File: src/rtl/qspi_dual_phy.sv
// Dual-line QSPI pad front end: synchronizes SS/SCLK/QD into CLK, assembles received
// 2-bit pairs into bytes and shifts transmit bytes onto QD under a ready/load handshake.
module qspi_dual_phy #(
  parameter int SYNC_STAGES = 2
) (
  input  logic       CLK,
  input  logic       RST_N,
  input  logic       SS,
  input  logic       SCLK,
  input  logic [1:0] QD_READ,
  output logic [1:0] QD_WRITE,
  output logic [1:0] QD_WRITE_ENABLE,
  output logic [7:0] RX_DATA,
  output logic       RX_VALID,
  output logic       RX_FIRST,
  input  logic [7:0] TX_DATA,
  input  logic       TX_LOAD,
  output logic       TX_READY,
  input  logic       TX_EN,
  output logic       TX_UNDERRUN,
  output logic       BUSY,
  output logic       FRAME_START,
  output logic       FRAME_END,
  output logic       ERR_PARTIAL
);
  typedef enum logic {IDLE = 1'b0, ACTIVE = 1'b1} state_e;

  state_e                      state_q, state_d;
  logic [SYNC_STAGES-1:0]      ss_sync_q, sclk_sync_q;
  logic [SYNC_STAGES-1:0][1:0] qd_sync_q;
  logic                        ss_prev_q, sclk_prev_q;
  logic                        ss_fall_s, ss_rise_s, sclk_rise_s, sclk_fall_s;
  logic [1:0]                  qd_s;
  logic                        tx_take_s;

  logic [1:0] cnt_q, cnt_d;
  logic [5:0] rx_shift_q, rx_shift_d;
  logic [7:0] rx_data_q, rx_data_d;
  logic       rxb_done_q, rxb_done_d, rxb_first_q, rxb_first_d;
  logic       rx_valid_q, rx_valid_d, rx_first_q, rx_first_d;
  logic       first_byte_q, first_byte_d;
  logic [7:0] tx_shift_q, tx_shift_d, hold_q, hold_d;
  logic       tx_ready_q, tx_ready_d, underrun_q, underrun_d;
  logic       load_pend_q, load_pend_d;
  logic       frame_start_q, frame_start_d, frame_end_q, frame_end_d;
  logic       err_partial_q, err_partial_d;
  logic [1:0] qd_write_q, qd_write_d, qd_oe_q, qd_oe_d;

  // Synchronizer chains; the extra prev flops feed the edge detectors.
  always_ff @(posedge CLK or negedge RST_N) begin
    if (!RST_N) begin
      ss_sync_q   <= '0;
      sclk_sync_q <= '0;
      qd_sync_q   <= '0;
      ss_prev_q   <= 1'b0;
      sclk_prev_q <= 1'b0;
    end else begin
      ss_sync_q   <= {ss_sync_q[SYNC_STAGES-2:0], SS};
      sclk_sync_q <= {sclk_sync_q[SYNC_STAGES-2:0], SCLK};
      qd_sync_q   <= {qd_sync_q[SYNC_STAGES-2:0], QD_READ};
      ss_prev_q   <= ss_sync_q[SYNC_STAGES-1];
      sclk_prev_q <= sclk_sync_q[SYNC_STAGES-1];
    end
  end

  assign ss_fall_s   = ss_prev_q & ~ss_sync_q[SYNC_STAGES-1];
  assign ss_rise_s   = ~ss_prev_q & ss_sync_q[SYNC_STAGES-1];
  assign sclk_rise_s = ~sclk_prev_q & sclk_sync_q[SYNC_STAGES-1];
  assign sclk_fall_s = sclk_prev_q & ~sclk_sync_q[SYNC_STAGES-1];
  assign qd_s        = qd_sync_q[SYNC_STAGES-1];

  // Frame state register.
  always_ff @(posedge CLK or negedge RST_N) begin
    if (!RST_N) state_q <= IDLE;
    else        state_q <= state_d;
  end

  // Next-state, RX assembly, TX shift/holding handshake and registered pad drive.
  always_comb begin
    state_d       = state_q;
    cnt_d         = cnt_q;
    rx_shift_d    = rx_shift_q;
    rx_data_d     = rx_data_q;
    rxb_done_d    = 1'b0;
    rxb_first_d   = 1'b0;
    rx_valid_d    = rxb_done_q;
    rx_first_d    = rxb_done_q & rxb_first_q;
    first_byte_d  = first_byte_q;
    tx_shift_d    = tx_shift_q;
    hold_d        = hold_q;
    tx_ready_d    = tx_ready_q;
    underrun_d    = underrun_q;
    load_pend_d   = load_pend_q;
    frame_start_d = 1'b0;
    frame_end_d   = 1'b0;
    err_partial_d = 1'b0;
    qd_write_d    = tx_shift_q[7:6];
    qd_oe_d       = {2{TX_EN & (state_q == ACTIVE)}};
    tx_take_s     = 1'b0;

    case (state_q)
      IDLE: begin
        if (ss_fall_s) begin
          state_d       = ACTIVE;
          frame_start_d = 1'b1;
          cnt_d         = 2'd0;
          underrun_d    = 1'b0;
          load_pend_d   = 1'b0;
          first_byte_d  = 1'b1;
          tx_take_s     = 1'b1;
        end else begin
          state_d = IDLE;
        end
      end
      ACTIVE: begin
        if (sclk_rise_s) begin
          rx_shift_d = {rx_shift_q[3:0], qd_s};
          cnt_d      = cnt_q + 2'd1;
          if (cnt_q == 2'd3) begin
            rx_data_d    = {rx_shift_q, qd_s};
            rxb_done_d   = 1'b1;
            rxb_first_d  = first_byte_q;
            first_byte_d = 1'b0;
            load_pend_d  = 1'b1;
          end else begin
            load_pend_d = load_pend_q;
          end
        end else if (sclk_fall_s) begin
          if (load_pend_q) begin
            load_pend_d = 1'b0;
            tx_take_s   = 1'b1;
          end else begin
            tx_shift_d = {tx_shift_q[5:0], 2'b00};
          end
        end else begin
          cnt_d = cnt_q;
        end
        // A byte completing in the same cycle as SS rise leaves the counter at zero.
        if (ss_rise_s) begin
          state_d       = IDLE;
          frame_end_d   = 1'b1;
          err_partial_d = (cnt_d != 2'd0);
        end else begin
          state_d = ACTIVE;
        end
      end
      default: state_d = IDLE;
    endcase

    if (tx_take_s) begin
      if (!tx_ready_q) begin
        tx_shift_d = hold_q;
        tx_ready_d = 1'b1;
      end else begin
        tx_shift_d = 8'h00;
        underrun_d = 1'b1;
      end
    end else begin
      tx_shift_d = tx_shift_d;
    end

    if (TX_LOAD && tx_ready_q) begin
      hold_d     = TX_DATA;
      tx_ready_d = 1'b0;
    end else begin
      hold_d = hold_d;
    end
  end

  // Datapath and output registers.
  always_ff @(posedge CLK or negedge RST_N) begin
    if (!RST_N) begin
      cnt_q         <= 2'd0;
      rx_shift_q    <= 6'd0;
      rx_data_q     <= 8'h00;
      rxb_done_q    <= 1'b0;
      rxb_first_q   <= 1'b0;
      rx_valid_q    <= 1'b0;
      rx_first_q    <= 1'b0;
      first_byte_q  <= 1'b0;
      tx_shift_q    <= 8'h00;
      hold_q        <= 8'h00;
      tx_ready_q    <= 1'b1;
      underrun_q    <= 1'b0;
      load_pend_q   <= 1'b0;
      frame_start_q <= 1'b0;
      frame_end_q   <= 1'b0;
      err_partial_q <= 1'b0;
      qd_write_q    <= 2'b00;
      qd_oe_q       <= 2'b00;
    end else begin
      cnt_q         <= cnt_d;
      rx_shift_q    <= rx_shift_d;
      rx_data_q     <= rx_data_d;
      rxb_done_q    <= rxb_done_d;
      rxb_first_q   <= rxb_first_d;
      rx_valid_q    <= rx_valid_d;
      rx_first_q    <= rx_first_d;
      first_byte_q  <= first_byte_d;
      tx_shift_q    <= tx_shift_d;
      hold_q        <= hold_d;
      tx_ready_q    <= tx_ready_d;
      underrun_q    <= underrun_d;
      load_pend_q   <= load_pend_d;
      frame_start_q <= frame_start_d;
      frame_end_q   <= frame_end_d;
      err_partial_q <= err_partial_d;
      qd_write_q    <= qd_write_d;
      qd_oe_q       <= qd_oe_d;
    end
  end

  assign QD_WRITE        = qd_write_q;
  assign QD_WRITE_ENABLE = qd_oe_q;
  assign RX_DATA         = rx_data_q;
  assign RX_VALID        = rx_valid_q;
  assign RX_FIRST        = rx_first_q;
  assign TX_READY        = tx_ready_q;
  assign TX_UNDERRUN     = underrun_q;
  assign BUSY            = (state_q == ACTIVE);
  assign FRAME_START     = frame_start_q;
  assign FRAME_END       = frame_end_q;
  assign ERR_PARTIAL     = err_partial_q;
endmodule

File: config.mk
export PLATFORM = sky130hd
export DESIGN_NAME = qspi_dual_phy
export DESIGN_NICKNAME = d
export VERILOG_FILES = /design/src/rtl/qspi_dual_phy.sv
export SDC_FILE = /design/constraint.sdc
export NUM_CORES = 1
export LEC_CHECK = 0
export CORE_ASPECT_RATIO = 1.1
export CORE_UTILIZATION = 52
export CTS_CLUSTER_SIZE = 8
export DETAILED_ROUTE_END_ITERATION = 10
export DONT_BUFFER_PORTS = 1
export PLACE_DENSITY = 0.67
export SYNTH_ARGS = -nofsm -noshare
export SYNTH_HDL_FRONTEND = slang
export SYNTH_SLANG_ARGS = --single-unit
File: constraint.sdc
create_clock -name CLK -period 2.4 [get_ports CLK]
set_input_delay 0.24 -clock CLK [delete_from_list [all_inputs] [get_ports CLK]]
set_output_delay 0.24 -clock CLK [all_outputs]
set_load 0.1 [all_outputs]
**Word level (Yosys, flattened, before mapping)**

Cells that the tools add are included.
Widths: inputs -> output; s select.

- $add $sub $neg: 1
- Equal/unequal tests: 8
- Multiplexer cells: 43
- Bitwise gates (word level): 11
- Reduce and logical (&&, ||, !) cells: 10

Operators with widths:

| cell | count |
|---|---|
| $mux 8 | 6 |
| $mux 1 | 29 |
| $reduce_and 3->1 | 3 |
| $pmux 1 s2 | 4 |
| $reduce_bool 2->1 | 4 |
| $and 1x1->1 | 6 |
| $mux 2 | 3 |
| $ne 2x1->1 const B | 3 |
| $not 1->1 | 5 |
| $ne 2x2->1 const B | 2 |
| $pmux 2 s2 | 1 |
| $reduce_and 4->1 | 1 |
| $ne 3x1->1 const B | 1 |
| $ne 3x2->1 const B | 1 |
| $add 2x1->2 const B | 1 |
| $eq 2x2->1 const B | 1 |
| $reduce_and 2->1 | 1 |
| $logic_and 1x1->1 | 1 |

- Register bits: 57
- Input bits: 16
- Logic and storage cells: 98

**Logic depth before layout (Yosys ltp)**

Gate-level depths: netlist of run 1.

- Depth in word-level cells: 7
- Gate-level depth with buffers: 6
- Depth with buffers taken out: 4

**Worst setup path after synthesis of run 1**

No wires, ideal clock.

- Kind: reg2reg
- Start point: reg state_q, in the netlist BUSY
- End point: reg tx_shift_q[2]
- Arrival: 1.899 ns
- Required time: 2.279 ns
- Slack: 0.379 ns
- Stages on the path, launching flop included: 7
- Buffers on the path: 2
- Clock period less this slack: 2.021 ns
- Cell sequence: dfrtp_1 buf_6 or3b_4 clkinv_4 or2_4 buf_6 o22a_1

- Word-level cells in the longest chain between the ends: 4
- Elaborated cells on any way between the ends: 8
- Classes of those cells: 2 x eq/ne; 2 x mux; 1 x bitwise; 3 x reduce/logical

RTL lines:

| item | RTL line | text |
|---|---|---|
| start: declaration | 28 | `state_e state_q, state_d;` |
| start signal: assignment | 75 | `else state_q <= state_d;` |
| $not 1->1 | n/a |  |
| $pmux 1 s2 | 101 | `case (state_q)` |
| $ne 2x2->1 (no line), or another cell as far along | n/a |  |
| $reduce_and 4->1 (no line) | n/a |  |
| end signal: assignment | 200 | `tx_shift_q <= tx_shift_d;` |
| end: declaration | 42 | `logic [7:0] tx_shift_q, tx_shift_d, hold_q, hold_d;` |

Parallel ways exist; a longest one is shown, timed or not.
A chain may end at the register's enable or synchronous reset.

**Worst setup path in the final report of run 1**

- Start point: reg state_q, in the netlist BUSY
- End point: reg rx_data_q[3], in the netlist RX_DATA[3]

- Word-level cells in the longest chain between the ends: 1

RTL lines:

| item | RTL line | text |
|---|---|---|
| $reduce_and 3->1 (no line) | n/a |  |
| end signal: assignment | 194 | `rx_data_q <= rx_data_d;` |
| end: declaration | 38 | `logic [7:0] rx_data_q, rx_data_d;` |

Every way passes these cells.

==> reports/metrics.cfg, run 1 <==
[floorplan]
dieWidth_um = 64.0
fp-row-count = 24
dieArea_um2 = 4490
die_h_um = 70.2
initial_core_util = 0.551
ioPinCount = 36
core-area_um2 = 3990

[drt]
initialDrtViolationCount = 45
vias_per_cell = 5.35
drc = 0
vias = 1204
wl_um = 3440
firstDrtPassIters = 4
wire_per_inst_um = 15.3
postRouteAntennaNets = 0

[cts]
clk_pin_slew_worst_paths_ns = 0.06
ctsResizeCount = 0
htree_levels = 3
cts_buffers = 9
cts_tree = yes
clockRootBuffer = clkbuf_8
cts.sinks = 57
clk_latency_ns = 0.32
clockBufferDepth = 2

[logic_synthesis]
yosysWarnings = 0
synth_fp_nets = 171
synth.area.top_cells = dfrtp_1, mux2_2, nand2b_1
synth_top_area_share = 0.637
avgSynthCellArea_um2 = 14.3
ys_seq_area_frac = 0.649
ys_async_sr_fraction = 1.00
netlist_area_um2 = 2200
synthFlopType = dfrtp_1
ys_types = 29
synth-edff-count = 0
ys_ff_latch = 57
yosysTopAreaCell = dfrtp_1
synthCells = 154

[min_path]
worstHoldPathCells = 1
hold_path.class = in -> reg

[grt]
grt_pass1_vias = 1289
grt_overflow_total = 0
grt_antenna_before_repair = 0
grtUsageTotal = 0.185
grt_pass1_wl_um = 6020
grt_max_degree = 58

[critical_path]
cp.required_ns = 2.61
max_stage_delay_ns = 0.40
cp_slowest_cell = dfrtp_1
ff2ff_path_depth = 3
worstPathArrival_ns = 1.83
worstPathCellList = buf_4, nand4b_2, mux2_2
startpoint_type = register
endpoint_kind = register
critPathMaxFanout = 10
crit_type = reg -> reg

[sta]
slew_headroom = 0.373
hold_ws_ns = 0.0632
tightest_slew_ns = 0.943
fin_skew_ns = 0.00551
period_needed_ns = 1.63
setup_viol = 0
clock.fmax_mhz = 615
rsz0062_at_grt = false
post-route-period-util = 0.678
hold_violations = 0
drv_slew = 0
setup_tns_ns = 0

[place]
place.gp.congestion = 0.695
post-place-cells = 203
dp_hpwl_um = 2330
port-buffer-count = 0

[layout]
layout.nets = 185
syn2layout_area_growth_pct = 15.2
layout-drive-gt1-share = 0.277
instances_no_fill = 225
fill_cells = 337
diodes = 0

[run_status]
status = completed

[power_and_ir_drop]
total_power_uw = 3500
p_leak_uw = 0.00118
p_per_area_nw_per_um2 = 1380
peakVddDrop_mv = 0.788

[flow_run]
maxCapViolations = 0

## state kept, by name, summed over array words and instances, names as in the netlist, 2 cells and up
| name | count |
|---|---|
| QD_WRITE | 2 |
| RX_DATA | 8 |
| cnt_q | 2 |
| hold_q | 8 |
| qd_s | 2 |
| qd_sync_q | 2 |
| rx_shift_q | 6 |
| sclk_sync_q | 2 |
| ss_sync_q | 2 |
| tx_shift_q | 8 |
## cell usage in the layout, fill, tap and decap left out, drive strengths merged
cell type / n
nor3b: 1
mux2i: 3
nand3b: 1
bufinv: 1
buf: 4
nand2: 6
clkinv: 1
or3b: 1
dlygate4sd3: 5
dfrtp: 56
inv: 4
o21a: 2
mux2: 22
nand4b: 2
a21oi: 13
xnor2: 1
dfstp: 1
o22a: 6
clkbuf: 15
and2: 2
or2: 1
and3b: 1
o311a: 1
o21ai: 2
ha: 1
nand2b: 14
a22o: 3
nor2: 3
## worst paths after layout
kind / slack, ns / end / from
max: 0.77 / RX_DATA[3]$_DFFE_PN0P_ / BUSY$_DFF_PN0_
min: 0.06 / hold_q[6]$_DFFE_PN0P_ / TX_DATA[6]
max reg2reg: 0.77 / RX_DATA[3]$_DFFE_PN0P_ / BUSY$_DFF_PN0_
min reg2reg: 0.35 / qd_s[1]$_DFF_PN0_ / qd_sync_q[1]$_DFF_PN0_
max in group asynchronous: 1.68 / TX_READY$_DFFE_PN1P_ / RST_N
min in group asynchronous: 0.45 / FRAME_END$_DFF_PN0_ / RST_N
## repair_timing
| action | 4_1_cts | 5_1_grt |
|---|---|---|
| endpoints found under the hold margin | 61 | 0 |
| hold buffers | 6 | 0 |
| setup buffers | 0 | 0 |
## synthesized netlist by cell type (all sizes together) (3+ instances only)
master and number:
a21oi 13, mux2 22, inv 4, dfrtp 56
o22a 6, nand2 6, nor2 3, buf 6
mux2i 3, nand2b 14, a22o 3
## report_power, final
part / total, uW / internal (uW) / switching (uW)
combinational: 643 / 304 / 339
clock: 963 / 622 / 342
sequential: 1890 / 1220 / 667
total: 3500 / 2150 / 1350
## through the flow
step / cell area (um^2) / setup slack (ns) / utilization
floorplan: 2200 / 0.379 / -
global route: 2530 / 0.659 / 0.635
global placement: 2230 / 0.817 / 0.559
detailed placement: 2230 / 0.765 / 0.559
CTS: 2530 / 0.753 / 0.635
finish: 2530 / 0.773 / 0.635
## final cells by class
| class | count | area (um^2) | share of cell area |
|---|---|---|---|
| sequential | 57 | 1430 | 0.564 |
| multi-input combinational | 86 | 691 | 0.272 |
| timing repair buffer | 9 | 100 | 0.0395 |
| clock inverter | 1 | 30.0 | 0.0118 |
| tap | 52 | 65.1 | 0.0257 |
| clock buffer | 15 | 196 | 0.0775 |
| inverter | 5 | 23.8 | 0.00938 |
## per-layer routing
layer,vias to the layer above,track usage,part of all wire
met4,0,0.0985,0.017
li1,561,-,-
met5,-,0,0
met1,605,0.211,0.41
met3,6,0.0735,0.055
met2,32,0.297,0.51
## cell families after synthesis
group                    Yosys count  share of synthesized area
buffers and inverters             11                     0.0370
adder cells (fa/ha/maj)            1                    0.00569
flip-flops                        57                      0.649
AO/OA/AOI/OAI                     27                     0.0865
XOR/XNOR                           1                    0.00398
AND/OR/NAND/NOR                   32                     0.0916
multiplexers                      25                      0.126
## critical path, delay by kind of cell (launching register included)
family / cells / cell delay (ns)
muxes: 1 / 0.38
buffers and inverters: 1 / 0.36
DFF: 1 / 0.40
and+or+nand+nor: 1 / 0.36
Power figures use the tool's default switching activity.
==> run 2: changes to the inputs <==
--- a/config.mk
+++ b/config.mk
@@ -10,7 +10,7 @@
 export CTS_CLUSTER_SIZE = 8
 export DETAILED_ROUTE_END_ITERATION = 10
 export DONT_BUFFER_PORTS = 1
-export PLACE_DENSITY = 0.67
+export PLACE_DENSITY = 0.7
 export SYNTH_ARGS = -nofsm -noshare
 export SYNTH_HDL_FRONTEND = slang
 export SYNTH_SLANG_ARGS = --single-unit
==> constraint.sdc (replaced) <==
create_clock -name CLK -period 1.3 [get_ports CLK]
set_input_delay 0.13 -clock CLK [delete_from_list [all_inputs] [get_ports CLK]]
set_output_delay 0.13 -clock CLK [all_outputs]
set_load 0.1 [all_outputs]
==> run 2 against run 1 <==
  * The flow now finishes with violations (hold timing, setup timing)
  * Worst setup slack got worse by 0.89 ns
  * Routed wire length increased by 22%
  * Sequential share of layout area is 8.8 points lower
  * Global-route usage increased by 2.3 points
  * Clock skew fell by 0.0011 ns
  * Clock power rose by 100%
  * Hold slack got worse by 0.57 ns
  * Register-to-register slack lost 0.89 ns
  * Fmax grew 15%
  * Final cell count up 17%
  * Combinational power rose to 4.2 times the previous value
  * Flip-flop and latch count unchanged
  * Largest cell class unchanged
  * Highest routed layer unchanged
==> reports/metrics.cfg, run 2 (synthesized netlist as in run 1, its figures left out) <==
[layout]
layout-drive-gt1-share = 0.401  ; was 0.277
final_common_cell = dfrtp_1  ; unchanged
multiInputGateArea_um2 = 797  ; was 691 um^2
fill_cells = 270  ; was 337
instances_no_fill = 264  ; was 225
syn2layout_area_growth_pct = 37.3  ; was 15.2%
diodes = 0  ; unchanged
layout.nets = 224  ; was 185
final_cell_mix = dfrtp_1, buf_4, mux2_2  ; was dfrtp_1, mux2_2, nand2b_1, clkbuf_8, a21oi_1
final_util = 0.756  ; was 0.635
seqCellArea_um2 = 1440  ; was 1430 um^2

[power_and_ir_drop]
p_leak_uw = 0.00146  ; was 0.00118 uW
peakVddDrop_mv = 1.66  ; was 0.788 mV
p_per_area_nw_per_um2 = 2400  ; was 1380 nW/um^2

[floorplan]
dieArea_um2 = 4490  ; unchanged
dieWidth_um = 64.0  ; unchanged
core-area_um2 = 3990  ; unchanged
ioPinCount = 36  ; unchanged
fp-row-count = 24  ; unchanged
die_h_um = 70.2  ; unchanged
initial_core_util = 0.551  ; unchanged

[cts]
clk_latency_ns = 0.33  ; was 0.32 ns
ctsHoldBuffers = 14  ; was 6
htree_levels = 3  ; unchanged
cts_tree = yes  ; unchanged
clk_pin_slew_worst_paths_ns = 0.07  ; was 0.06 ns
clockRootBuffer = clkbuf_8  ; unchanged
cts.sinks = 57  ; unchanged
cts_buffers = 9  ; unchanged
clockBufferDepth = 2  ; unchanged

[run_status]
status = finished with violations  ; was completed
violations = hold timing, setup timing

[critical_path]
startpoint_type = register  ; unchanged
crit_type = reg -> reg  ; unchanged
critPathMaxFanout = 5  ; was 10
worstPathCellList = or3b_4, buf_6, a21oi_1, o22a_1  ; was buf_4, nand4b_2, mux2_2
cp.required_ns = 1.57  ; was 2.61 ns
path_buf_inv = 1  ; unchanged
cp_slowest_cell = dfrtp_4  ; was dfrtp_1
max_stage_delay_ns = 0.49  ; was 0.40 ns
cp_top_family = flip-flops  ; unchanged
endpoint_kind = register  ; unchanged
worstPathArrival_ns = 1.68  ; was 1.83 ns

[place]
post-place-cells = 231  ; was 203
pre_cts_ws_ns = -0.101  ; was 0.765 ns
place.gp.congestion = 0.750  ; was 0.695
dp_hpwl_um = 2580  ; was 2330 um
port-buffer-count = 0  ; unchanged

[grt]
grtUsageTotal = 0.208  ; was 0.185
grtUsageMet3 = 0.0719  ; was 0.0735
grt_pass1_wl_um = 6840  ; was 6020 um
grt_antenna_before_repair = 0  ; unchanged
grtUsageMet1 = 0.224  ; was 0.211
grt_max_degree = 58  ; unchanged
grt_use_met2 = 0.375  ; was 0.297
grt_pass1_vias = 1501  ; was 1,289
grt_overflow_total = 0  ; unchanged
busiest_layer = met2  ; unchanged

[sta]
post-route-period-util = 1.09  ; was 0.678
rsz0062_at_grt = true  ; was false
layout_setup_ws_ns = -0.116  ; was 0.773 ns
slew_headroom = 0.781  ; was 0.373
period_needed_ns = 1.42  ; was 1.63 ns
hold_violations = 57  ; was 0
clock.fmax_mhz = 706  ; was 615 MHz
setup_viol = 15  ; was 0
hold_ws_ns = -0.507  ; was 0.0632 ns
tightest_slew_ns = 0.329  ; was 0.943 ns
drv_slew = 0  ; unchanged
fin_skew_ns = 0.00439  ; was 0.00551 ns

[drt]
vias = 1356  ; was 1,204
initialDrtViolationCount = 46  ; was 45
wire_per_inst_um = 15.9  ; was 15.3 um
wl_um = 4200  ; was 3440 um
vias_per_cell = 5.14  ; was 5.35
drc = 0  ; unchanged
firstDrtPassIters = 4  ; unchanged
postRouteAntennaNets = 0  ; unchanged

[min_path]
hold_path.class = in -> async  ; was in -> reg

[flow_run]
maxCapViolations = 0  ; unchanged

run 2: metrics by stage:
| stage | instance area, um^2 | TNS, ns | total power, uW |
|---|---|---|---|
| 2_1_floorplan | 2260 | -7.85 | 4570 |
| 5_1_grt | 3020 | -1.98 | 7560 |
| 4_1_cts | 2940 | -1.02 | 7130 |
| 3_5_place_dp | 2510 | -1.86 | 5070 |
| 3_3_place_gp | 2510 | -1.11 | 4950 |
| 6_report | 3020 | -1.25 | 7240 |
run 2: worst reg2reg max path, stage by stage (launching register included):
cell and delay (ns):
dfrtp_4 0.49, or3b_4 0.43, buf_6 0.15, a21oi_1 0.15
o22a_1 0.14
run 2: worst paths after layout:
kind                                   startpoint                   endpoint  slack, ns  depth (start not counted)
hold / removal                              RST_N       cnt_q[0]$_DFFE_PN0P_      -0.51                          0
hold reg to reg            qd_sync_q[1]$_DFF_PN0_          qd_s[1]$_DFF_PN0_       0.35                          0
setup reg to reg                   BUSY$_DFF_PN0_  tx_shift_q[2]$_DFFE_PN0P_      -0.12                          4
min in group CLK           qd_sync_q[1]$_DFF_PN0_          qd_s[1]$_DFF_PN0_       0.35                          0
max in group asynchronous                   RST_N       TX_READY$_DFFE_PN1P_       1.63                          0
setup / recovery                   BUSY$_DFF_PN0_  tx_shift_q[2]$_DFFE_PN0P_      -0.12                          4
run 2: power breakdown:
part	leakage, uW	switching, uW	internal, uW
Clock	0.000116	672	1270
Combinational	0.000640	1700	996
Sequential	0.000699	321	2290
run 2: what timing repair did:
item / 4_1_cts / 5_1_grt
buffers inserted: 1 / 1
endpoints found under the hold margin: 71 / 57
endpoints found under the setup margin: 26 / 28
pin swaps: 1 / 5
gates cloned: 0 / 1
resized for setup: 11 / 7
run 2: metal layers:
layer / routed length (um) / share of wire / up-vias
li1: - / - / 640
met1: 1680 / 0.40 / 679
met2: 2300 / 0.55 / 32
met3: 182 / 0.043 / 5
met4: 46 / 0.011 / 0
met5: 0 / 0 / -
run 2: cell type report:
| class | instances | share of cell area |
|---|---|---|
| inverter | 5 | 0.00787 |
| sequential | 57 | 0.476 |
| multi-input combinational | 87 | 0.264 |
| tap | 52 | 0.0215 |
| clock buffer | 10 | 0.0423 |
| timing repair buffer | 47 | 0.153 |
| clock inverter | 6 | 0.0356 |
==> run 3: changes to the inputs <==
--- a/config.mk
+++ b/config.mk
@@ -5,11 +5,13 @@
 export SDC_FILE = /design/constraint.sdc
 export NUM_CORES = 1
 export LEC_CHECK = 0
+export CAP_MARGIN = 20
 export CORE_ASPECT_RATIO = 1.1
 export CORE_UTILIZATION = 52
 export CTS_CLUSTER_SIZE = 8
 export DETAILED_ROUTE_END_ITERATION = 10
 export DONT_BUFFER_PORTS = 1
+export GPL_TIMING_DRIVEN = 0
 export PLACE_DENSITY = 0.7
 export SYNTH_ARGS = -nofsm -noshare
 export SYNTH_HDL_FRONTEND = slang
==> run 3 against run 2 <==
  * The run still ends with hold timing, setup timing left
  * Routed wire length about the same
  * Design area down 4.4%
  * Combinational power down 48%
  * Sequential share of layout area up 2.9 points
  * Critical path type unchanged
  * Highest routed layer unchanged
==> reports/metrics.cfg, run 3 (synthesized netlist as in run 1, its figures left out) <==
[grt]
grt_overflow_total = 0  ; unchanged
grt_pass1_vias = 1511  ; was 1,501
grt_antenna_before_repair = 0  ; unchanged
grt_pass1_wl_um = 6960  ; was 6840 um
grtUsageTotal = 0.218  ; was 0.208
grt_max_degree = 58  ; unchanged

[floorplan]
die_h_um = 70.2  ; unchanged
dieWidth_um = 64.0  ; unchanged
dieArea_um2 = 4490  ; unchanged
initial_core_util = 0.551  ; unchanged
fp-row-count = 24  ; unchanged
core-area_um2 = 3990  ; unchanged
ioPinCount = 36  ; unchanged

[cts]
ctsHoldBuffers = 13  ; was 14
clockRootBuffer = clkbuf_8  ; unchanged
cts_tree = yes  ; unchanged
clockBufferDepth = 2  ; unchanged
cts.sinks = 57  ; unchanged
cts_buffers = 9  ; unchanged
htree_levels = 3  ; unchanged
clk_latency_ns = 0.33  ; about the same
clk_pin_slew_worst_paths_ns = 0.06  ; was 0.07 ns

[power_and_ir_drop]
p_leak_uw = 0.00134  ; was 0.00146 uW
peakVddDrop_mv = 1.54  ; was 1.66 mV
p_per_area_nw_per_um2 = 2300  ; was 2400 nW/um^2

[layout]
layout-drive-gt1-share = 0.459  ; was 0.401
layout.nets = 207  ; was 224
final_cell_mix = dfrtp_1, dfrtp_2, nand2b_1, mux2_4, dlygate4sd3_1  ; was dfrtp_1, buf_4, mux2_2
diodes = 0  ; unchanged
final_util = 0.723  ; was 0.756
final_common_cell = dfrtp_1  ; unchanged
seqCellArea_um2 = 1460  ; was 1440 um^2
fill_cells = 266  ; was 270
multiInputGateArea_um2 = 841  ; was 797 um^2
syn2layout_area_growth_pct = 31.3  ; was 37.3%

[critical_path]
cp_common_cell = buf_8
startpoint_type = register  ; unchanged
crit_type = reg -> reg  ; unchanged
rrSetupSlack_ns = -0.45  ; was -0.12 ns
worstPathArrival_ns = 1.96  ; was 1.68 ns
path_buf_inv = 2  ; was 1
max_stage_delay_ns = 0.62  ; was 0.49 ns
r2r-end = TX_UNDERRUN$_DFF_PN0_  ; was tx_shift_q[2]$_DFFE_PN0P_
ff2ff_path_depth = 4  ; unchanged
critPathMaxFanout = 10  ; was 5
endpoint_kind = register  ; unchanged
worstPathCellList = buf_8, or3b_4, buf_8, a22o_1  ; was or3b_4, buf_6, a21oi_1, o22a_1
cp_slowest_cell = dfrtp_4  ; unchanged
r2r_start = BUSY$_DFF_PN0_  ; unchanged
cp.required_ns = 1.51  ; was 1.57 ns
cp_top_family = flip-flops  ; unchanged

[drt]
wire_per_inst_um = 17.1  ; was 15.9 um
wl_um = 4210  ; was 4200 um
vias_per_cell = 5.53  ; was 5.14
initialDrtViolationCount = 95  ; was 46
firstDrtPassIters = 5  ; was 4
vias = 1361  ; was 1,356
postRouteAntennaNets = 0  ; unchanged
drc = 0  ; unchanged

[min_path]
hold_path.class = in -> async  ; unchanged

[sta]
fin_skew_ns = 0.00599  ; was 0.00439 ns
period_needed_ns = 1.75  ; was 1.42 ns
tightest_slew_ns = 0.506  ; was 0.329 ns
layout_setup_ws_ns = -0.454  ; was -0.116 ns
slew_headroom = 0.663  ; was 0.781
hold_violations = 57  ; unchanged
clock.fmax_mhz = 570  ; was 706 MHz
hold_ws_ns = -0.512  ; was -0.507 ns
setup_tns_ns = -10.05  ; was -1.25 ns
rsz0062_at_grt = true  ; unchanged
post-route-period-util = 1.35  ; was 1.09
drv_slew = 0  ; unchanged
setup_viol = 41  ; was 15

[place]
place.gp.congestion = 0.684  ; was 0.750
port-buffer-count = 0  ; unchanged
dp_hpwl_um = 2340  ; was 2580 um

[run_status]
status = finished with violations  ; unchanged
violations = hold timing, setup timing  ; unchanged

[flow_run]
maxCapViolations = 0  ; unchanged

run 3: cell types whose count changed in the layout (fill, tap and decap cells not counted), sizes merged, moves of 2 or more:
cell    change
buf        -19
bufinv      -3
clkbuf      +2
clkinv      +2
run 3: stage by stage:
step	power (uW)	cell area, um^2	cells	setup slack (ns)
6_report	6640	2890	246	-0.454
5_1_grt	6910	2890	246	-0.484
4_1_cts	6620	2830	243	-0.450
3_5_place_dp	4810	2320	206	-0.488
3_3_place_gp	4710	2320	206	-0.449
2_1_floorplan	4570	2260	154	-0.414
run 3: worst max-delay path by stage:
stage                     cells after the start            from  slack, ns                        end
after floorplan                               6  BUSY$_DFF_PN0_      -0.41  tx_shift_q[2]$_DFFE_PN0P_
after global placement                        6  BUSY$_DFF_PN0_      -0.45  tx_shift_q[6]$_DFFE_PN0P_
after detailed placement                      6  BUSY$_DFF_PN0_      -0.49  tx_shift_q[4]$_DFFE_PN0P_
after CTS                                     4  BUSY$_DFF_PN0_      -0.45      TX_UNDERRUN$_DFF_PN0_
after global routing                          5  BUSY$_DFF_PN0_      -0.48  tx_shift_q[3]$_DFFE_PN0P_
final                                         4  BUSY$_DFF_PN0_      -0.45      TX_UNDERRUN$_DFF_PN0_
run 3: final cells by class:
| type | instances | area share |
|---|---|---|
| Sequential cell | 57 | 0.505 |
| Multi-Input combinational cell | 88 | 0.291 |
| Timing Repair Buffer | 24 | 0.0862 |
| Clock buffer | 12 | 0.0572 |
| Buffer | 4 | 0.0225 |
| Tap cell | 52 | 0.0225 |
| Inverter | 5 | 0.00823 |
| Clock inverter | 3 | 0.00520 |
| Timing Repair inverter | 1 | 0.00173 |
run 3: report_power, final:
part	internal [uW]	total, uW	switching [uW]
Sequential	2310	3800	1490
Combinational	877	1390	511
Clock	825	1450	628
Total	4010	6640	2630
run 3: what timing repair did:
| item | 4_1_cts | 5_1_grt |
|---|---|---|
| resized for setup | 35 | 11 |
| hold endpoints to repair | 70 | 57 |
| pin swaps | 2 | 3 |
| setup buffers | 6 | 4 |
| endpoints found under the setup margin | 55 | 44 |
| gates cloned | 4 | 0 |
run 3: worst register-to-register path: stages, from the launching register on:
cell	delay [ns]
dfrtp_4	0.62
buf_8	0.19
or3b_4	0.42
buf_8	0.17
a22o_1	0.25
run 3: layer usage:
layer	vias to the layer above	part of all wire	global-route usage
li1	606	-	-
met2	38	0.54	0.364
met5	-	0	0
met3	12	0.043	0.0768
met4	0	0.028	0.126
met1	705	0.39	0.235
==> RTL change 1, RTL diff (config.mk and constraints of run 3) <==
Register the output `ERR_PARTIAL` once more, cleared by the reset; this adds one clock of latency there. The other outputs are not delayed to match.
--- a/src/rtl/qspi_dual_phy.sv
+++ b/src/rtl/qspi_dual_phy.sv
@@ -222,3 +222,9 @@
   assign FRAME_END       = frame_end_q;
-  assign ERR_PARTIAL     = err_partial_q;
+  always_ff @(posedge CLK or negedge RST_N) begin
+    if (!RST_N) begin
+      ERR_PARTIAL <= '0;
+    end else begin
+      ERR_PARTIAL <= err_partial_q;
+    end
+  end
 endmodule
Formal check against the unedited RTL: not equivalent (Yosys sat finds a counterexample within 10 cycles, from zero or initial values and one cycle with RST_N low).
==> RTL change 1 against run 3 <==
The flow still finishes with violations (negative hold slack, negative setup slack). Sequential cell count rose by 1. Sequential share of layout area rose by 1.2 points. Highest routed layer unchanged. Wire length fell by 0.86%. Area after synthesis rose by 1.1%. Critical path type unchanged. Critical endpoint unchanged. Utilization fell by 1.2 points. Power fell by 1.1%. Design area fell by 0.95%. Worst setup slack improved by 0.030 ns.
==> RTL change 1: results (changes against run 3) <==
hpwl dp=2.22 mm (-5.1%); Place WS=-0.470 ns (+0.0187 ns); Overflow after GRT=0 (unchanged); outcome=complete, but fails checks; failing checks=negative hold slack, negative setup slack; GR Layer Usage met1=22.6% (-0.92 points); worst hold path type=in -> async; critical path peak fanout=10 (unchanged); share of layout cells above drive strength 1=41.2% (-4.6 points); final net count=208 (+0.48%); hold_ws=-0.514 ns (-0.00177 ns); Hold Fails Final Rpt=58 (+1.8%); Mapped Cells=155 (+0.65%); n_diodes=0 (unchanged); PortBufs=0 (unchanged); DRT Pass-1 Iters=4 (-1); CTS Buf Count=9 (unchanged); clock skew=0.00726 ns (+0.00127 ns); first-pass GRT wire length=6.96 mm (unchanged); Worst R2R Path Depth=4 (unchanged); M2 GR Usage=37.9% (+1.5 points); vias in the first global route=1478 (-2.2%); root buf cell=clkbuf_8; Seq/Total Area, Yosys=65.3% (+0.39 points); Yosys cell types=29 (unchanged); DR vias/cell=5.42 (-2.0%); via count=1334 (-2.0%); clk_lat worst skew=0.33 ns (about the same); top cells by area, synth=dfrtp_1, mux2_2, nand2b_1, a21oi_1, o22a_1; Routed WL=4.17 mm (-0.86%); clk slew on worst S/H paths=0.06 ns (about the same); hold buffers post-CTS=13 (unchanged); met3 usage=7.42% (-0.26 points); largest net degree at the start of global routing=59 (+1.7%); # setup viols final=42 (+2.4%); P_leak=1.33 nW (-0.59%); ys async rst share=100% (unchanged); Yosys warning total=0 (unchanged); WP data arrival=1.94 ns (-0.02 ns); initial DRC count=100 (+5.3%); GRT Total Usage=21.6% (-0.20 points); initial antenna violation count=0 (unchanged); H-tree Lvls=3 (unchanged); Mapped Nets=172 (+0.58%); deepest clock path buffer count=2 (unchanged); Slew headroom=40.4% (-26 points); routability congestion estimate from global placement=0.711 (+3.8%); final setup margin=-0.424 ns (+0.0302 ns); reg2reg end=TX_UNDERRUN; VDD IR-drop max=1760 uV (+14%); top post-synthesis cells by count=dfrtp_1, mux2_2, nand2b_1
-- RTL change 1: worst max-delay path by stage --
stage | slack [ns] | start | depth (start not counted) | endpoint
after floorplan | -0.41 | BUSY | 6 | tx_shift_q[2]
after detailed placement | -0.47 | BUSY | 6 | tx_shift_q[6]
after global placement | -0.45 | BUSY | 6 | tx_shift_q[6]
after CTS | -0.42 | BUSY | 6 | tx_shift_q[6]
after global routing | -0.48 | BUSY | 6 | tx_shift_q[6]
final | -0.42 | BUSY | 4 | TX_UNDERRUN
-- RTL change 1: cell type report --
| type | count | area [sq um] |
|---|---|---|
| Inverter | 5 | 23.8 |
| Multi-Input combinational cell | 88 | 827 |
| Tap cell | 52 | 65.1 |
| Fill cell | 276 | 1160 |
| Sequential cell | 58 | 1480 |
| Clock buffer | 14 | 153 |
| Timing Repair Buffer | 24 | 243 |
| Buffer | 5 | 68.8 |
-- RTL change 1: cell families (layout without fill, tap and decap cells) --
| family | count (synthesis) | count (layout) | synth area share (%) |
|---|---|---|---|
| DFF | 58 | 58 | 65.3 |
| and+or+nand+nor | 32 | 34 | 9.05 |
| adders and majority gates | 1 | 1 | 0.562 |
| AOI/OAI and AO/OA | 27 | 27 | 8.55 |
| muxes | 25 | 25 | 12.5 |
| buffers and inverters | 11 | 48 | 3.66 |
| xor gates and xnor gates | 1 | 1 | 0.394 |
-- RTL change 1: critical path, cell delays in order (launching register included) --
cell     delay [ns]
dfrtp_4        0.62
buf_6          0.18
or3b_4         0.40
buf_6          0.17
a22o_1         0.23
-- RTL change 1: report_power, final --
| part | internal (mW) | total, mW | switching (mW) |
|---|---|---|---|
| Clock | 0.725 | 1.34 | 0.617 |
| Combinational | 0.902 | 1.41 | 0.504 |
| Sequential | 2.34 | 3.82 | 1.49 |
| Total | 3.96 | 6.57 | 2.61 |
-- RTL change 1: repair_timing --
item | 4_1_cts | 5_1_grt
resized for setup | 32 | 4
pin swaps | 1 | 1
endpoints found under the hold margin | 71 | 58
setup endpoints to repair | 55 | 43
cloned | 4 | 0
setup buffers | 8 | 1
-- RTL change 1: per-stage QoR --
stage	instance area, sq um	total power, mW	TNS (ns)
after floorplan	2280	4.61	-7.85
after global placement	2350	4.74	-10.73
after detailed placement	2350	4.83	-10.89
after CTS	2840	6.57	-10.63
after global routing	2860	6.84	-12.49
final	2860	6.57	-10.83
-- RTL change 1: per-layer routing --
layer / part of all wire, % / wire [um] / up-vias
met1: 39 / 1610 / 681
li1: - / - / 607
met3: 4.7 / 197 / 10
met2: 54 / 2250 / 36
met5: 0 / 0 / -
met4: 2.7 / 114 / 0
==> RTL change 2, RTL diff (config.mk and constraints of run 3) <==
Made on the original files. Change the parameter `SYNC_STAGES` from 2 to 4.
--- a/src/rtl/qspi_dual_phy.sv
+++ b/src/rtl/qspi_dual_phy.sv
@@ -3,3 +3,3 @@
 module qspi_dual_phy #(
-  parameter int SYNC_STAGES = 2
+  parameter int SYNC_STAGES = 4
 ) (
Check against the original RTL: not equivalent (a bounded check fails within 10 cycles, from zero or initial values and one cycle with RST_N low).
==> RTL change 2 against run 3 <==
The flow still finishes with violations (negative hold slack, negative setup slack). Via count rose by 0.51%. Design area rose by 9.9%. Sequential cell count rose by 8. Wire length rose by 1.2%. Area after synthesis rose by 9.1%. Clock power rose by 16%. Synthesized cell count rose by 5.2%. Power rose by 5.6%. Largest power group unchanged. Critical path depth did not move. Worst setup slack improved by 0.011 ns.
==> RTL change 2: results (changes against run 3) <==
Place WS=-0.477 ns (+0.0112 ns); mux cell area share after synthesis=11.6% (-1.1 points); Slew headroom=66.2% (-0.10 points); clk slew on worst S/H paths=0.07 ns; failing checks=negative hold slack, negative setup slack; DRT Pass-1 Iters=6 (+1); root buf cell=clkbuf_8; Post-Synth Adder-Cell Area=0.521% (-0.047 points); share of layout cells above drive strength 1=45.1% (-0.78 points); Clock power frac=23.9% (+2.0 points); M2 GR Usage=33.0% (-3.4 points); Setup TNS=-11.07 ns (-1.02 ns); Hold Fails Final Rpt=65 (+14%); final std cells w/o fill=258 (+4.9%); final net count=216 (+4.3%); clock skew=0.00698 ns (+0.000989 ns); final setup margin=-0.443 ns (+0.0113 ns); GR Layer Usage met1=21.6% (-1.9 points); XOR/XNOR Fraction of Synth Area=0.365% (-0.033 points); top cells by area, synth=dfrtp_1, mux2_2, nand2b_1, a21oi_1, o22a_1; area of the multi-input gates=852 sq um (+1.3%); hold_ws=-0.511 ns (+0.00106 ns); Seq/Total Area, Yosys=67.8% (+2.9 points); met2 wire len=2.27 mm (about the same); Routed WL=4.26 mm (+1.2%); initial DRC count=68 (-28%); met3 usage=4.50% (-3.2 points); Synth Area in Compound Gates=7.92% (-0.72 points); Met1 Wirelength=1.76 mm (+7.8%); outcome=complete, but fails checks; DR WL met3=162 um (-9.5%); routability congestion estimate from global placement=0.670 (-2.1%); top post-synthesis cells by count=dfrtp_1, mux2_2, nand2b_1; Sequential Power Share=56.5% (-0.7 points); P_leak=1.48 nW (+10%); Critical Path Max Stage Delay=0.62 ns (about the same); Pwr Density=2210 nW/um^2 (-3.9%); P_sw=2.59 mW (-1.5%); # setup viols final=41 (unchanged); critical path peak fanout=5 (-5); hpwl dp=2.24 mm (-4.3%); Mapped Nets=179 (+4.7%); hold buffers post-CTS=13 (unchanged); Layout fillers=299 (+12%); VDD IR-drop max=1670 uV (+8.3%); Placed Area=2530 sq um (+8.7%); GRT Total Usage=19.5% (-2.2 points); largest net degree at the start of global routing=66 (+14%); Mapped Cells=162 (+5.2%); first-pass GRT wire length=6.58 mm (-5.5%); DR vias/cell=5.30 (-4.2%); vias in the first global route=1407 (-6.9%); Reg-to-Reg Start=BUSY
-- RTL change 2: cell type report --
| cell class | count | share of cell area (%) |
|---|---|---|
| Buffer | 4 | 2.05 |
| Clock buffer | 13 | 5.01 |
| Clock inverter | 3 | 1.26 |
| Inverter | 5 | 0.749 |
| Multi-Input combinational cell | 88 | 26.9 |
| Sequential cell | 65 | 52.3 |
| Tap cell | 54 | 2.13 |
| Timing Repair Buffer | 25 | 9.50 |
| Timing Repair inverter | 1 | 0.158 |
-- RTL change 2: repair_timing --
| action | CTS | global route |
|---|---|---|
| endpoints found under the setup margin | 55 | 41 |
| buffers inserted | 7 | 3 |
| hold endpoints to repair | 78 | 65 |
| cloned | 4 | 1 |
| gates resized for setup | 33 | 19 |
| pin swaps | 2 | 3 |
-- RTL change 2: worst reg2reg max path: stages (launching register included) --
cell and delay, ns:
dfrtp_4 0.62, buf_8 0.19, or3b_4 0.43, buf_8 0.16, a22o_1 0.23
